**src/rtl/mod_arith_pkg.sv**
```systemverilog
// Shared constants and types for the modular-arithmetic datapath:
// the two P-256 moduli, default datapath geometry and the converter FSM encoding.
package mod_arith_pkg;

    localparam int DEFAULT_WIDTH = 256;
    localparam int DEFAULT_DW    = 32;

    // P-256 field prime and P-256 group order
    localparam logic [255:0] MP0 =
        256'hFFFFFFFF00000001000000000000000000000000FFFFFFFFFFFFFFFFFFFFFFFF;
    localparam logic [255:0] MP1 =
        256'hFFFFFFFF00000000FFFFFFFFFFFFFFFFBCE6FAADA7179E84F3B9CAC2FC632551;

    typedef enum logic [1:0] {
        ST_IDLE = 2'd0,
        ST_SUB  = 2'd1,
        ST_FIX  = 2'd2,
        ST_DONE = 2'd3
    } b2n_state_t;

endpackage

```
**src/rtl/mod_arith_b2n_addsub.sv**
```systemverilog
// DW-bit adder/subtractor shared by the subtract and correction passes.
// cout is the carry-out when adding and the borrow-out when subtracting.
module mod_arith_b2n_addsub #(
    parameter int DW = 32
) (
    input  logic [DW-1:0] a,
    input  logic [DW-1:0] b,
    input  logic          cin,
    input  logic          sub,
    output logic [DW-1:0] s,
    output logic          cout
);

    logic [DW:0] sum;

    // The extra top bit reads as 1 exactly when a - b - cin went negative.
    always_comb begin
        if (sub)
            sum = {1'b0, a} - {1'b0, b} - {{DW{1'b0}}, cin};
        else
            sum = {1'b0, a} + {1'b0, b} + {{DW{1'b0}}, cin};
    end

    assign s    = sum[DW-1:0];
    assign cout = sum[DW];

endmodule

```
**src/rtl/mod_arith_b2n.sv**
```systemverilog
// Redundant (xp - xn) to canonical residue converter: word-serial borrow-chained
// subtraction, then a conditional add-modulus pass when the difference went negative.
module mod_arith_b2n
    import mod_arith_pkg::*;
#(
    parameter int WIDTH = DEFAULT_WIDTH,
    parameter int DW    = DEFAULT_DW
) (
    input  logic             clk,
    input  logic             rst,
    input  logic             start,
    input  logic             flg_mod,
    input  logic [WIDTH-1:0] xp,
    input  logic [WIDTH-1:0] xn,
    output logic             busy,
    output logic             done,
    output logic [WIDTH-1:0] res
);

    localparam int NCHUNK = WIDTH / DW;
    localparam int IW     = (NCHUNK > 1) ? $clog2(NCHUNK) : 1;
    localparam logic [IW-1:0]    LAST = IW'(NCHUNK - 1);
    localparam logic [WIDTH-1:0] M0   = WIDTH'(MP0);
    localparam logic [WIDTH-1:0] M1   = WIDTH'(MP1);

    b2n_state_t       state;
    logic [IW-1:0]    idx;
    logic             cy;        // borrow in SUB, carry in FIX
    logic             mod_sel;
    logic [WIDTH-1:0] work;      // holds xp, then the difference, then the result
    logic [WIDTH-1:0] xn_r;
    logic [WIDTH-1:0] mod_val;

    logic [DW-1:0]    as_a;
    logic [DW-1:0]    as_b;
    logic             as_sub;
    logic [DW-1:0]    as_s;
    logic             as_cout;

    assign mod_val = mod_sel ? M1 : M0;

    // NOTE: every always_comb output gets a default first so no latch is inferred.
    always_comb begin
        as_a   = work[idx*DW +: DW];
        as_b   = mod_val[idx*DW +: DW];
        as_sub = 1'b0;
        if (state == ST_SUB) begin
            as_b   = xn_r[idx*DW +: DW];
            as_sub = 1'b1;
        end
    end

    mod_arith_b2n_addsub #(.DW(DW)) u_addsub (
        .a    (as_a),
        .b    (as_b),
        .cin  (cy),
        .sub  (as_sub),
        .s    (as_s),
        .cout (as_cout)
    );

    // NOTE: sequential state uses non-blocking assignments only, so every
    // register samples pre-edge values regardless of statement order.
    always_ff @(posedge clk) begin
        if (rst) begin
            // NOTE: the working registers are plain flops, not a memory, so they are cleared here too.
            state   <= ST_IDLE;
            busy    <= 1'b0;
            done    <= 1'b0;
            res     <= '0;
            work    <= '0;
            xn_r    <= '0;
            mod_sel <= 1'b0;
            idx     <= '0;
            cy      <= 1'b0;
        end else begin
            done <= 1'b0;
            unique case (state)
                ST_IDLE: begin
                    if (start) begin
                        work    <= xp;
                        xn_r    <= xn;
                        mod_sel <= flg_mod;
                        idx     <= '0;
                        cy      <= 1'b0;
                        busy    <= 1'b1;
                        state   <= ST_SUB;
                    end
                end
                ST_SUB: begin
                    work[idx*DW +: DW] <= as_s;
                    cy                 <= as_cout;
                    if (idx == LAST) begin
                        idx <= '0;
                        if (as_cout) begin
                            cy    <= 1'b0;
                            state <= ST_FIX;
                        end else begin
                            state <= ST_DONE;
                        end
                    end else begin
                        idx <= idx + 1'b1;
                    end
                end
                ST_FIX: begin
                    // Final carry out of the top chunk is dropped: result wraps mod 2^WIDTH.
                    work[idx*DW +: DW] <= as_s;
                    cy                 <= as_cout;
                    if (idx == LAST) begin
                        idx   <= '0;
                        state <= ST_DONE;
                    end else begin
                        idx <= idx + 1'b1;
                    end
                end
                ST_DONE: begin
                    res   <= work;
                    done  <= 1'b1;
                    busy  <= 1'b0;
                    state <= ST_IDLE;
                end
            endcase
        end
    end

endmodule
```
**config.mk**
```make
export PLATFORM = sky130hd
export DESIGN_NAME = mod_arith_b2n
export DESIGN_NICKNAME = d
export VERILOG_FILES = /design/src/rtl/mod_arith_pkg.sv /design/src/rtl/mod_arith_b2n_addsub.sv /design/src/rtl/mod_arith_b2n.sv
export SDC_FILE = /design/constraint.sdc
export NUM_CORES = 2
export LEC_CHECK = 0
export ABC_AREA = 1
export BUFFER_PORTS_ARGS = -buffer_cell sky130_fd_sc_hd__buf_2
export CAP_MARGIN = 10
export CORE_AREA = 2 2 300 302
export DETAILED_ROUTE_END_ITERATION = 6
export DIE_AREA = 0 0 302 304
export PLACE_DENSITY = 0.66
export SLEW_MARGIN = 15
export SYNTH_ARGS = -nofsm -noshare
export SYNTH_HDL_FRONTEND = slang
export SYNTH_SLANG_ARGS = --single-unit
```
**constraint.sdc**
```tcl
create_clock -name clk -period 5.15 [get_ports clk]
set_clock_uncertainty 0.15 [all_clocks]
set_input_delay 1.03 -clock clk [delete_from_list [all_inputs] [get_ports clk]]
set_output_delay 1.03 -clock clk [all_outputs]
set_load 0.005 [all_outputs]
```
==> results.json <==
{
  "run_status": "finished with violations",
  "violations": "design-rule violations",
  "die-area_mm2": 0.09181,
  "clock_period_minus_final_worst_setup_slack_ns": 5.074,
  "io_buffers": 773,
  "totalWireLength_um": 219200,
  "grt_pass1_vias": 43430,
  "final_min_period_over_clock_period": 0.9852,
  "drt-initial-drc-count": 6891,
  "setup_viol": 0,
  "topRoutingLayerUsed": "met5",
  "h_tree_levels": 3,
  "design.core.area_mm2": 0.08905,
  "drv_cap": 0,
  "ctsRootBufferMaster": "sky130_fd_sc_hd__clkbuf_16",
  "final_critical_path_setup_slack_ns": 0.07626,
  "timing.final.hold_violations": 0,
  "worstSetupEndpointType": "register",
  "chipWidth_um": 302,
  "min-delay-path-class": "register to register",
  "detailedRoute.firstPassIterationCount": 7,
  "fmax_mhz": 197.1,
  "cts-hold-fix-buffers": 0,
  "postRouteAntennaNets": 0,
  "cts_buffers": 84,
  "syn-mean-instance-area_um2": 6.931,
  "cp_slowest_stage_delay_ns": 0.51,
  "max-vdd-ir-drop_mv": 0.6959,
  "crit-reg2reg-capture": "work[46]",
  "synth_xor_area_frac": 0.001577,
  "vias": 47500,
  "final_layout_size_suffix_gt1_frac": 0.2641,
  "postSynthCellCount": 5609,
  "synth.yosys.warnings": 0,
  "synth_top_area_cell": "sky130_fd_sc_hd__dfxtp_1",
  "area_growth_syn_to_layout_pct": 32.08,
  "crit-reg2reg-launch": "idx[0]",
  "synthMuxAreaShare": 0.0002575,
  "postSynthRegisterBits": 777,
  "clockBufferDepth": 3,
  "cts.reportedPaths.clkPinSlew_ns": 0.06,
  "clock_sink_count": 777,
  "critical_path.slowest_cell": "sky130_fd_sc_hd__o21ai_0",
  "placer_congestion_estimate": 1.059,
  "boundaryPins": 774,
  "clk_latency_ns": 0.68,
  "transition_at_the_pin_with_the_smallest_max_transition_slack_ns": 1.231,
  "final_setup_tns_ns": 0,
  "unrepaired_setup_endpoints_after_global_routing": "true",
  "detail_route.wl_per_cell_um": 27.65,
  "final_nets": 7296,
  "tritoncts": "built",
  "yosys.area_share.simple": 0.2225,
  "groute.usage.overall": 0.4573,
  "post-route-drc-count": 7,
  "synth_compound_area_frac": 0.2710,
  "leakage_power_nw": 23.54,
  "dr_wl_met2_um": 90840,
  "number_of_enable_type_register_cells_in_the_synthesized_netlist": 0,
  "maxSlewHeadroom": 0.1787,
  "timing.critical_path.arrival_ns": 5.53,
  "detail_route.wirelength.met1_um": 84660,
  "die_y_um": 304,
  "grt_first_pass_wirelength_um": 305600,
  "critical_path_required_ns": 5.61,
  "place_hpwl_um": 170200,
  "grt-ovfl-total": 0,
  "type_of_origin_of_the_critical_path": "register",
  "critical_path.max_fanout": 21,
  "std_cell_rows": 110,
  "post_synth_fa_ha_maj_area_fraction": 0.03489,
  "synth.distinct_cells": 67,
  "top_flip_flop_cell_by_instance_count_after_synthesis": "sky130_fd_sc_hd__dfxtp_1",
  "most-common-layout-cells": "sky130_fd_sc_hd__nor2_1 (1195), sky130_fd_sc_hd__o21ai_0 (948), sky130_fd_sc_hd__dfxtp_1 (774)",
  "critical_path.endpoint": "work[46]",
  "synth_async_sr_flop_share": 0,
  "synth_top_cell_area_share": 0.4001,
  "cells_taking_the_most_area_after_synthesis": "sky130_fd_sc_hd__dfxtp_1 (40%), sky130_fd_sc_hd__o21ai_0 (13%), sky130_fd_sc_hd__nor2_1 (12%)",
  "timing.critical_path.from": "idx[0]",
  "crit_type": "register to register",
  "route.met3.wl_um": 24200,
  "final_max_slew_viol_count": 0,
  "initial_utilization": 0.4366,
  "reg2reg_depth": 28,
  "p_per_area_mw_per_mm2": 865.0,
  "regToRegSetupSlack_ns": 0.08,
  "maximum_number_of_pins_on_one_net_before_global_route_repair": 180,
  "combinational_family_with_the_most_area_after_synthesis": "compound AO/OA/AOI/OAI gates",
  "post_drt_via_cell_ratio": 5.993,
  "synth_nets": 6231,
  "mostFrequentLayoutCell": "sky130_fd_sc_hd__nor2_1",
  "cell_area_after_synthesis_mm2": 0.03888,
  "number_of_antenna_violations_at_the_first_check_in_global_routing": 28,
  "yosysSeqAreaShare": 0.4001,
  "preCtsSetupSlack_ns": -0.3358
}
worst min-delay path by stage:
stage             start  slack [ns]  cells past startpoint  endpoint
2_1_floorplan  xn_r[12]        0.27                      2  xn_r[12]
3_3_place_gp   xn_r[18]        0.29                      2  xn_r[18]
3_5_place_dp   xn_r[18]        0.30                      2  xn_r[18]
4_1_cts        xn_r[18]        0.31                      2  xn_r[18]
5_1_grt        xn_r[18]        0.33                      2  xn_r[18]
6_report       xn_r[18]        0.31                      2  xn_r[18]
synthesized netlist by cell type (all sizes together), types with 53 or more instances:
cell / instances
nor2: 1241
buf: 64
nand3: 230
inv: 274
ha: 102
nand2: 469
clkbuf: 369
a22oi: 53
nor3: 59
a21oi: 716
dfxtp: 777
o21ai: 991
power by group:
| part | switching, mW | leakage (nW) | internal [mW] | total [mW] |
|---|---|---|---|---|
| clock network | 2.74 | 1.40 | 3.66 | 6.40 |
| registers | 1.38 | 6.38 | 7.55 | 8.93 |
| logic | 18.1 | 15.8 | 11.0 | 29.1 |
flip-flops by register name, indices dropped and copies added (netlist names):
name	flops
res	256
work	256
xn_r	256
idx	3
state	2
busy	1
cy	1
done	1
mod_sel	1
stage by stage:
stage                 util  instance area, um^2  cells  power (mW)  hold slack (ns)
detailed placement  0.5381                47920   7756       36.45           0.2983
global placement    0.5381                47920   7756       36.55           0.2907
finish              0.5766                51350   7926       44.42           0.3144
floorplan                -                38880   5609       21.37           0.2744
global route        0.5764                51330   7917       46.30           0.3255
CTS                 0.5712                50860   7904       42.88           0.3063
per-layer routing:
layer  vias up  global-route usage
met5         -                   0
met4        24              0.3362
met3       748              0.1097
met2      3230              0.6686
met1     22280              0.5837
li1      21220                   -
worst max-delay path: cells and delay by family (launching register included):
kind / cells / cell delay [ns]
compound gates: 4 / 1.00
fa+ha+maj: 2 / 0.40
buf+inv: 10 / 1.46
flops: 1 / 0.39
simple gates: 12 / 1.57
cell type report:
class	count	area, um^2
Clock inverter	34	484.2
Multi-Input combinational cell	4123	21110
Clock buffer	114	2406
Tap cell	1176	1471
Fill cell	8561	37700
Antenna cell	14	35.03
Timing Repair Buffer	1412	9201
Inverter	276	1080
Sequential cell	777	15560
kinds of logic (layout without fill, tap and decap cells):
family,after synthesis,count (layout)
mux,1,1
other cells,0,14
compound gates,1944,1944
simple gates,2065,2065
fa+ha+maj,106,106
xor+xnor,7,7
buf+inv,709,1836
flops,777,777
timing repair:
action / 4_1_cts / 5_1_grt
setup buffers: 0 / 8
endpoints found under the setup margin: 79 / 146
pin swaps: 0 / 14
gates resized for setup: 18 / 103
(Power assumes the default switching activity.)
